<file path="src/rtl/rv_decode_pkg.sv">
// Shared RV32I decode definitions.
// Holds the base opcode values, the immediate-format enum and small helpers that slice
// the fixed instruction fields. There are no ports; the decode modules import it.
package rv_decode_pkg;

  localparam logic [6:0] OpcOp     = 7'b0110011;
  localparam logic [6:0] OpcOpImm  = 7'b0010011;
  localparam logic [6:0] OpcLoad   = 7'b0000011;
  localparam logic [6:0] OpcJalr   = 7'b1100111;
  localparam logic [6:0] OpcStore  = 7'b0100011;
  localparam logic [6:0] OpcBranch = 7'b1100011;
  localparam logic [6:0] OpcLui    = 7'b0110111;
  localparam logic [6:0] OpcAuipc  = 7'b0010111;
  localparam logic [6:0] OpcJal    = 7'b1101111;

  typedef enum logic [2:0] {
    FmtR,
    FmtI,
    FmtS,
    FmtB,
    FmtU,
    FmtJ,
    FmtIll
  } imm_fmt_e;

  function automatic logic [6:0] get_opcode(input logic [31:0] inst);
    return inst[6:0];
  endfunction

  function automatic logic [4:0] get_rd(input logic [31:0] inst);
    return inst[11:7];
  endfunction

  function automatic logic [4:0] get_rs1(input logic [31:0] inst);
    return inst[19:15];
  endfunction

  function automatic logic [4:0] get_rs2(input logic [31:0] inst);
    return inst[24:20];
  endfunction

endpackage

</file>
<file path="src/rtl/imm_gen.sv">
// Combinational instruction classifier and immediate generator.
// Ports:
//   inst     - 32-bit instruction word
//   imm      - immediate, sign-extended to XLEN (0 for R-type and illegal opcodes)
//   fmt      - immediate format / instruction class
//   rs1_used - instruction reads rs1
//   rs2_used - instruction reads rs2
//   wr       - instruction class writes rd (rd==0 is not filtered here)
//   illegal  - opcode is not one of the supported RV32I classes
module imm_gen
  import rv_decode_pkg::*;
#(
  parameter int unsigned XLEN = 32
) (
  input  logic [31:0]     inst,
  output logic [XLEN-1:0] imm,
  output imm_fmt_e        fmt,
  output logic            rs1_used,
  output logic            rs2_used,
  output logic            wr,
  output logic            illegal
);

  // Built at 32 bits and then resized; the signed type makes the resize sign-extend.
  logic signed [31:0] imm32;

  always_comb begin
    fmt = FmtIll;
    case (get_opcode(inst))
      OpcOp:                      fmt = FmtR;
      OpcOpImm, OpcLoad, OpcJalr: fmt = FmtI;
      OpcStore:                   fmt = FmtS;
      OpcBranch:                  fmt = FmtB;
      OpcLui, OpcAuipc:           fmt = FmtU;
      OpcJal:                     fmt = FmtJ;
      default:                    fmt = FmtIll;
    endcase
  end

  always_comb begin
    imm32    = '0;
    rs1_used = 1'b0;
    rs2_used = 1'b0;
    wr       = 1'b0;
    illegal  = 1'b0;
    case (fmt)
      FmtR: begin
        rs1_used = 1'b1;
        rs2_used = 1'b1;
        wr       = 1'b1;
      end
      FmtI: begin
        imm32    = {{20{inst[31]}}, inst[31:20]};
        rs1_used = 1'b1;
        wr       = 1'b1;
      end
      FmtS: begin
        imm32    = {{20{inst[31]}}, inst[31:25], inst[11:7]};
        rs1_used = 1'b1;
        rs2_used = 1'b1;
      end
      FmtB: begin
        imm32    = {{19{inst[31]}}, inst[31], inst[7], inst[30:25], inst[11:8], 1'b0};
        rs1_used = 1'b1;
        rs2_used = 1'b1;
      end
      FmtU: begin
        imm32 = {inst[31:12], 12'b0};
        wr    = 1'b1;
      end
      FmtJ: begin
        imm32 = {{11{inst[31]}}, inst[31], inst[19:12], inst[20], inst[30:21], 1'b0};
        wr    = 1'b1;
      end
      default: begin
        illegal = 1'b1;
      end
    endcase
  end

  assign imm = XLEN'(imm32);

endmodule

</file>
<file path="src/rtl/decode_stage_rf.sv">
// RV32I decode stage: register file, immediate generation and RAW scoreboard.
// Ports:
//   clk, rst            - clock and asynchronous active-high reset
//   in_valid/in_ready   - fetch handshake, in_inst is the offered instruction word
//   flush               - squash the instruction held in the output stage
//   wb_en/wb_rd/wb_data - register writeback port
//   out_valid/out_ready - execute handshake for the registered out_* bundle
//   out_rs1_data/rs2    - operands (0 when the source is unused)
//   out_rd/out_wr       - destination index and write flag (out_wr=0 when rd is x0)
//   out_imm             - sign-extended immediate
//   out_illegal         - unrecognised opcode
module decode_stage_rf
  import rv_decode_pkg::*;
#(
  parameter int unsigned XLEN     = 32,
  parameter int unsigned SP_IDX   = 2,
  parameter logic [31:0] SP_RESET = 32'h0001_0000,
  parameter bit          BYPASS   = 1'b1
) (
  input  logic            clk,
  input  logic            rst,
  input  logic            in_valid,
  output logic            in_ready,
  input  logic [31:0]     in_inst,
  input  logic            flush,
  input  logic            wb_en,
  input  logic [4:0]      wb_rd,
  input  logic [XLEN-1:0] wb_data,
  output logic            out_valid,
  input  logic            out_ready,
  output logic [XLEN-1:0] out_rs1_data,
  output logic [XLEN-1:0] out_rs2_data,
  output logic [4:0]      out_rd,
  output logic            out_wr,
  output logic [XLEN-1:0] out_imm,
  output logic            out_illegal
);

  localparam logic [XLEN-1:0] SpResetVal = XLEN'(SP_RESET);

  logic [XLEN-1:0] regs_q [32];
  logic [31:0]     pend_q, pend_d;

  logic            out_valid_q, out_valid_d;
  logic [XLEN-1:0] out_rs1_q, out_rs1_d;
  logic [XLEN-1:0] out_rs2_q, out_rs2_d;
  logic [4:0]      out_rd_q, out_rd_d;
  logic            out_wr_q, out_wr_d;
  logic [XLEN-1:0] out_imm_q, out_imm_d;
  logic            out_ill_q, out_ill_d;

  logic [4:0]      dec_rs1, dec_rs2, dec_rd;
  logic [XLEN-1:0] dec_imm;
  imm_fmt_e        dec_fmt;
  logic            dec_rs1_used, dec_rs2_used, dec_wr, dec_illegal;
  logic            dec_has_rd;
  logic            fwd_rs1, fwd_rs2, hazard, accept, wb_write;
  logic [XLEN-1:0] rs1_val, rs2_val;

  assign dec_rs1 = get_rs1(in_inst);
  assign dec_rs2 = get_rs2(in_inst);
  assign dec_rd  = get_rd(in_inst);

  imm_gen #(
    .XLEN(XLEN)
  ) u_imm_gen (
    .inst    (in_inst),
    .imm     (dec_imm),
    .fmt     (dec_fmt),
    .rs1_used(dec_rs1_used),
    .rs2_used(dec_rs2_used),
    .wr      (dec_wr),
    .illegal (dec_illegal)
  );

  // S, B and illegal encodings carry no destination, so report index 0 for them.
  assign dec_has_rd = dec_fmt inside {FmtR, FmtI, FmtU, FmtJ};

  assign wb_write = wb_en && (wb_rd != 5'd0);

  // A writeback landing this cycle both resolves the hazard and supplies the operand.
  assign fwd_rs1 = BYPASS && wb_en && (wb_rd == dec_rs1) && (dec_rs1 != 5'd0);
  assign fwd_rs2 = BYPASS && wb_en && (wb_rd == dec_rs2) && (dec_rs2 != 5'd0);

  assign hazard = (dec_rs1_used && pend_q[dec_rs1] && !fwd_rs1) ||
                  (dec_rs2_used && pend_q[dec_rs2] && !fwd_rs2);

  assign in_ready = !flush && !hazard && (!out_valid_q || out_ready);
  assign accept   = in_valid && in_ready;

  // regs_q[0] is reset to 0 and never written, so x0 reads need no special case.
  assign rs1_val = fwd_rs1 ? wb_data : regs_q[dec_rs1];
  assign rs2_val = fwd_rs2 ? wb_data : regs_q[dec_rs2];

  always_ff @(posedge clk or posedge rst) begin
    if (rst) begin
      for (int unsigned i = 0; i < 32; i++) begin
        regs_q[i] <= ((i == SP_IDX) && (i != 0)) ? SpResetVal : '0;
      end
    end else if (wb_write) begin
      regs_q[wb_rd] <= wb_data;
    end
  end

  // Clears come first so that a same-cycle set of the same index wins.
  always_comb begin
    pend_d = pend_q;
    if (wb_write) begin
      pend_d[wb_rd] = 1'b0;
    end
    if (flush && out_valid_q && out_wr_q) begin
      pend_d[out_rd_q] = 1'b0;
    end
    if (accept && dec_wr && (dec_rd != 5'd0)) begin
      pend_d[dec_rd] = 1'b1;
    end
    pend_d[0] = 1'b0;
  end

  always_comb begin
    out_valid_d = out_valid_q;
    out_rs1_d   = out_rs1_q;
    out_rs2_d   = out_rs2_q;
    out_rd_d    = out_rd_q;
    out_wr_d    = out_wr_q;
    out_imm_d   = out_imm_q;
    out_ill_d   = out_ill_q;
    if (flush) begin
      out_valid_d = 1'b0;
    end else if (accept) begin
      out_valid_d = 1'b1;
      out_rs1_d   = dec_rs1_used ? rs1_val : '0;
      out_rs2_d   = dec_rs2_used ? rs2_val : '0;
      out_rd_d    = dec_has_rd ? dec_rd : 5'd0;
      out_wr_d    = dec_wr && (dec_rd != 5'd0);
      out_imm_d   = dec_imm;
      out_ill_d   = dec_illegal;
    end else if (out_ready) begin
      out_valid_d = 1'b0;
    end
  end

  always_ff @(posedge clk or posedge rst) begin
    if (rst) begin
      pend_q      <= '0;
      out_valid_q <= 1'b0;
      out_rs1_q   <= '0;
      out_rs2_q   <= '0;
      out_rd_q    <= '0;
      out_wr_q    <= 1'b0;
      out_imm_q   <= '0;
      out_ill_q   <= 1'b0;
    end else begin
      pend_q      <= pend_d;
      out_valid_q <= out_valid_d;
      out_rs1_q   <= out_rs1_d;
      out_rs2_q   <= out_rs2_d;
      out_rd_q    <= out_rd_d;
      out_wr_q    <= out_wr_d;
      out_imm_q   <= out_imm_d;
      out_ill_q   <= out_ill_d;
    end
  end

  assign out_valid    = out_valid_q;
  assign out_rs1_data = out_rs1_q;
  assign out_rs2_data = out_rs2_q;
  assign out_rd       = out_rd_q;
  assign out_wr       = out_wr_q;
  assign out_imm      = out_imm_q;
  assign out_illegal  = out_ill_q;

endmodule

</file>
<file path="config.mk">
export PLATFORM = sky130hd
export DESIGN_NAME = decode_stage_rf
export DESIGN_NICKNAME = d
export VERILOG_FILES = /design/src/rtl/rv_decode_pkg.sv /design/src/rtl/imm_gen.sv /design/src/rtl/decode_stage_rf.sv
export SDC_FILE = /design/constraint.sdc
export NUM_CORES = 2
export LEC_CHECK = 0
export BUFFER_PORTS_ARGS = -buffer_cell sky130_fd_sc_hd__buf_4
export CORE_MARGIN = 3
export CORE_UTILIZATION = 35
export CTS_CLUSTER_DIAMETER = 40
export DETAILED_ROUTE_END_ITERATION = 10
export PLACE_DENSITY = 0.59
export SLEW_MARGIN = 20
export SYNTH_ARGS = -nofsm -noshare
export SYNTH_HDL_FRONTEND = slang
export SYNTH_SLANG_ARGS = --single-unit
</file>
<file path="constraint.sdc">
create_clock -name clk -period 53.5 [get_ports clk]
set_input_delay 2.675 -clock clk [delete_from_list [all_inputs] [get_ports clk]]
set_output_delay 2.675 -clock clk [all_outputs]
set_load 0.05 [all_outputs]
</file>
* Yosys cells after proc, flatten, opt, wreduce, memory -nomap -nowiden
Index checks and enable logic that the tools add are counted.
** Operators by class
- $add $sub $neg :: 0
- Multipliers :: 0
- Divide/modulo/power cells :: 0
- $lt $le $gt $ge :: 12
- Equality and inequality tests :: 16
- Shifts and indexed selects :: 0
- Mux-type cells :: 36
- Bitwise logic cells :: 9
- Reductions and logical operators :: 42
** Operator list (number)
- 1024-bit bitwise mux :: 1
- 32-bit two-way mux :: 12
- 32-bit binary-select mux with 5-bit select :: 2
- 32-bit demux with 5-bit select :: 1
- 32-bit case mux with 5 select lines :: 1
- 32-bit bitwise AND :: 2
- 32-bit inverter :: 2
- 32-bit bitwise OR :: 1
- 5-bit by 6-bit less-than comparator with 1-bit output, second input constant :: 5
- 7-bit by 6-bit equality test with 1-bit output, second input constant :: 3
- 7-bit equality test, second input constant :: 3
- 1-bit logical AND :: 21
- 5-bit nonzero test :: 4
- 6-bit greater-or-equal comparator, second input constant :: 3
- 5-bit inverter with 6-bit output :: 3
- 3-bit case mux with 6 select lines :: 1
- 1-bit demux with 5-bit select :: 3
- 5-bit by 1-bit greater-or-equal comparator with 1-bit output, second input constant :: 3
- 7-bit by 5-bit equality test with 1-bit output, second input constant :: 2
- 1-bit two-way mux :: 12
- 1-bit binary-select mux with 5-bit select :: 2
- 5-bit equality test :: 2
- 4-bit OR reduction :: 2
- 7-bit by 2-bit equality test with 1-bit output, second input constant :: 1
- 15 further kinds :: 23
** Word-level totals
- Bits in registers :: 1159
- Latch bits :: 0
- Bits in writable memories :: 0
- Bits in read-only memories :: 0
- Input bits :: 75
- Output and inout bits :: 105
- Word-level logic and storage cells :: 155
- Memories kept :: 0

* Depth between registers and ports, before layout
- Depth after elaboration :: 16
- Depth in mapped cells :: 13
- Gate-level depth less buffers :: 11

* Modules after synthesis
From an unflattened synthesis, not the netlist that was laid out.
** Unflattened totals
- Cells, all modules :: 4634
- Area total of the unflattened synthesis :: 62396.1 um^2
** By module, submodules not included
- decode_stage_rf :: times used 1, cells each 4521, area each 61647.9 um^2, sequential area each 29004.1 um^2
- imm_gen :: times used 1, cells each 113, area each 748.2 um^2, sequential area each 0.0 um^2

* Worst setup path after synthesis
Ideal clock, no wire load.
- Kind :: input port to output port
- Start point :: input port in_inst[4]
- End point :: output port in_ready
- Data arrival time :: 4930 ps
- Data required time :: 50825 ps
- Slack :: 45895 ps
- Cell stages on the path :: 11
- Buffers on the path :: 1
- Cells stage by stage :: and3b_1 a22o_1 nor2b_1 clkinv_1 ha_1 nor2_1 a21o_1 nor3_1 nand2_1 clkbuf_1 o21a_1
** Between the ends
- Word-level cells in the longest chain between the ends :: 12
- Elaborated cells on any way between the ends :: 28
- Those cells by class :: 12 x eq/ne; 3 x mux; 13 x reduce/logical
** RTL lines
- start: declaration :: line decode_stage_rf.sv:24 : input logic [31:0] in_inst,
- 7-bit by 5-bit equality test with 1-bit output (tied with other cells) :: line imm_gen.sv:29 : case (get_opcode(inst))
- 3-bit OR reduction / 2-bit OR reduction (equally long branches) :: line imm_gen.sv:29
- 3-bit case mux with 6 select lines (*) :: line imm_gen.sv:29
- 3-bit by 1-bit equality test with 1-bit output (tied with other cells) :: line imm_gen.sv:46 : case (fmt)
- 4-bit OR reduction (no line) / 3-bit OR reduction (equally long branches)
- 1-bit two-way mux :: line imm_gen.sv:46
- 1-bit logical AND (on tied branches) (2 in series) :: line decode_stage_rf.sv:85, decode_stage_rf.sv:86
- 1-bit logical OR (*) :: line decode_stage_rf.sv:85 : assign hazard = (dec_rs1_used && pend_q[dec_rs1] && !fwd_rs1) ||
- 1-bit logical NOT (*) :: line decode_stage_rf.sv:88 : assign in_ready = !flush && !hazard && (!out_valid_q || out_ready);
- 1-bit logical AND (*) (2 in series) :: line decode_stage_rf.sv:88
- end: declaration :: line decode_stage_rf.sv:23 : output logic in_ready,
Every way passes the cells marked *; elsewhere a longest branch is shown, timed or not.

* Worst setup path after layout
- Start point :: input port in_inst[3]
- End point :: output port in_ready
The elaborated chain is that of the path after synthesis.

==> results.py <==
metrics = {
    "placement": {
        "io_buffers": 179,
        "gp_congestion": 0.797,
        "dp_hpwl_microns": 99600,
    },
    "timing": {
        "hold_violations": 0,
        "tns_ps": 0,
        "fmax_mhz": 115,
        "tightest_slew_ps": 1160,
        "final_max_slew_viol_count": 0,
        "finalSetupViolations": 0,
        "grt_setup_unrepaired": "no",
        "relSlewSlack_pct": 23.0,
        "period_needed_ps": 8670,
        "min_period_over_period_pct": 16.2,
        "skew_ps": 34.7,
    },
    "logic_synthesis": {
        "synth.avg_cell_area_sq_um": 15.9,
        "ys_seq_area_share_pct": 47.5,
        "synth_top_cell_by_area": "dfrtp_1",
        "ys_async_sr_fraction_pct": 100,
        "synth_area_leaders": "dfrtp_1 (47%), mux4_2 (24%), mux2_2 (20%)",
        "syn_nets": 3924,
        "synth-seq-cells": 1159,
        "synth-edff-count": 0,
        "netlist_area_sq_um": 61100,
        "ys.flop_type": "dfrtp_1",
        "syn_inst": 3847,
        "yosysTopAreaCellShare_pct": 47.5,
        "synth.distinct_cells": 60,
        "synth_warnings": 0,
    },
    "critical_path": {
        "path_max_fanout": 34,
        "critPathArrivalTime_ps": 6000,
        "cp-end-kind": "output port",
        "worstPathRequired_ps": 50830,
        "r2r_slack_ps": 50010,
        "start_kind": "input port",
        "critPathKind": "input port to output port",
    },
    "clock_network": {
        "clk_latency_ps": 790,
        "ctsResizeCount": 0,
        "clockBufferDepth": 3,
        "cts_made_buffers": 158,
        "holdBufCountCts": 0,
        "path_clk_slew_ps": 50,
        "root_buffer": "clkbuf_16",
        "postCtsSetupBuffers": 0,
        "cts_num_sinks": 1159,
        "cts.htree.levels": 4,
        "cts_tree": "done",
    },
    "drt": {
        "wl_met2_microns": 87800,
        "via_per_inst": 5.92,
        "routedWlPerCell_microns": 29.9,
        "ant_nets": 0,
        "first_pass_iters": 7,
        "vias": 37100,
        "met1_length_microns": 82200,
        "dr_wl_met3_microns": 11800,
        "dr.max_layer_used": "met5",
        "drt_wl_total_microns": 187000,
        "drt_iter0_drc": 3189,
        "drc_errors": 0,
    },
    "grt": {
        "grt_pass1_wl_microns": 276000,
        "grt_max_degree": 152,
        "grt-ovfl-total": 0,
        "first_global_vias": 38700,
        "grt_usage_pct": 20.8,
        "antenna_found_initial": 3,
    },
    "status": {
        "status": "finished, final reports clean",
    },
    "power": {
        "p_per_area_nw_per_um2": 38.9,
        "leakagePower_nw": 29.9,
        "peakVddDrop_v": 0.0000353,
    },
    "cells_and_area": {
        "layout-drive-gt1-share_pct": 58.3,
        "final_util_pct": 40.6,
        "area_delta_synth_final_pct": 14.7,
        "final_nets": 3905,
    },
    "floorplan": {
        "chipWidth_microns": 424,
        "io-pin-count": 180,
        "core_area_sq_um": 172000,
        "start_util_pct": 35.4,
        "die_y_microns": 424,
        "rows": 152,
        "dieArea_sq_um": 179000,
    },
    "worst_hold_path": {
        "hp-class": "register to register",
    },
    "job": {
        "maxCapViolations": 0,
    },
}
[layout make-up]
cell class	count	area [sq um]
multi-input combinational	2236	30400
inverter	18	75.1
antenna	2	5.00
timing repair buffer	255	2020
sequential	1159	29000
clock inverter	101	1280
tap	2310	2890
clock buffer	192	4360
fill	15700	102000
[Yosys cell counts (all sizes together) (2+ instances only)]
cell,count
xnor2,3
nand3,15
nor3,13
o21a,3
o21ai,54
inv,17
nor3b,5
or3b,2
nor4,2
and2,2
nand2,94
a21oi,22
xor2,7
mux4,651
nand3b,7
nor2b,18
nand2b,9
buf,126
mux2,1084
clkbuf,308
o211ai,18
nand4b,6
o2bb2ai,25
ha,2
nor2,32
nand4,3
or3,6
dfrtp,1158
a2111oi,2
o221ai,2
mux2i,87
or2,2
a211oi,7
o41ai,31
a22oi,4
and3,4
[worst max-delay path, stage by stage]
cell	delay [ps]
buf_4	130
nand3b_1	240
nor3_1	610
inv_1	240
ha_1	340
nor2_1	120
a21o_1	290
nor3_1	90
nand2_2	80
buf_4	670
o21a_1	270
buf_4	220
[power by group]
group          internal (W)  switching [W]  leakage, nW  total (W)
clock network      0.000694       0.000427         2.72    0.00112
logic              0.000297       0.000178         12.1   0.000475
registers           0.00103       0.000104         15.0    0.00113
[registers in the layout, indices dropped and copies added (netlist names)]
signal,count
out_rs1_data,32
out_illegal,1
out_rs2_data,32
regs_q,1024
pend_q,31
out_wr,1
out_valid,1
out_imm,32
out_rd,5
[cells by family (layout without fill, tap and decap cells)]
| kind of cell | after synthesis | in the layout | synth area share, % |
|---|---|---|---|
| AO/OA/AOI/OAI | 178 | 178 | 2.04 |
| XOR/XNOR | 10 | 10 | 0.143 |
| adder cells (fa/ha/maj) | 3 | 3 | 0.0574 |
| buffers and inverters | 452 | 566 | 3.02 |
| flip-flops | 1159 | 1159 | 47.5 |
| multiplexers | 1822 | 1822 | 45.4 |
| other | 0 | 2 | 0 |
| AND/OR/NAND/NOR | 223 | 223 | 1.80 |
[through the flow]
step	power, W	setup slack [ps]	instances	area [sq um]	hold slack (ps)
6_report	0.00273	44830	6273	70000	390
5_1_grt	0.00284	44650	6271	70000	404
4_1_cts	0.00275	44900	6270	70000	395
3_5_place_dp	0.00162	44920	5977	64400	382
3_3_place_gp	0.00160	45020	5977	64400	376
2_1_floorplan	0.00150	18180	3847	61100	441
[cell usage in the layout (no fill, tap or decap), types with 4 or more instances in the layout]
cell type	instances
nand4b_1	6
nand2_1	81
mux4_2	651
nand3_1	13
o2bb2ai_1	25
buf_6	4
clkbuf_16	165
clkinv_2	20
o211ai_1	17
inv_1	16
buf_4	243
o21ai_1	5
nand3b_1	7
dfrtp_1	1158
xor2_1	7
nor2_1	28
bufinv_16	22
inv_8	5
inv_6	15
a211oi_1	7
or3_1	4
a21oi_1	22
mux2_1	5
a22oi_1	4
o21ai_0	49
mux2_2	1079
nand2_4	11
nand2b_1	9
o41ai_1	31
clkinv_4	19
nor3_2	8
buf_8	4
clkinvlp_4	19
clkbuf_8	13
mux2i_1	87
nor2b_1	18
nor3_1	5
clkbuf_1	14
[worst paths after layout]
path	startpoint	endpoint	cells past startpoint
min in group asynchronous	rst	out_imm[29]	2
setup reg to reg	pend_q[13]	out_rs1_data[13]	9
hold reg to reg	regs_q[1022]	regs_q[1022]	0
max in group asynchronous	rst	regs_q[560]	6
hold / removal	regs_q[1022]	regs_q[1022]	0
setup / recovery	in_inst[3]	in_ready	12
[routing by layer]
metal,up-vias,track usage [%]
li1,15000,-
met1,20500,29.3
met2,1270,32.8
met3,334,3.95
met4,2,6.41
met5,-,0
No activity file was read; power rests on OpenSTA's default activity.
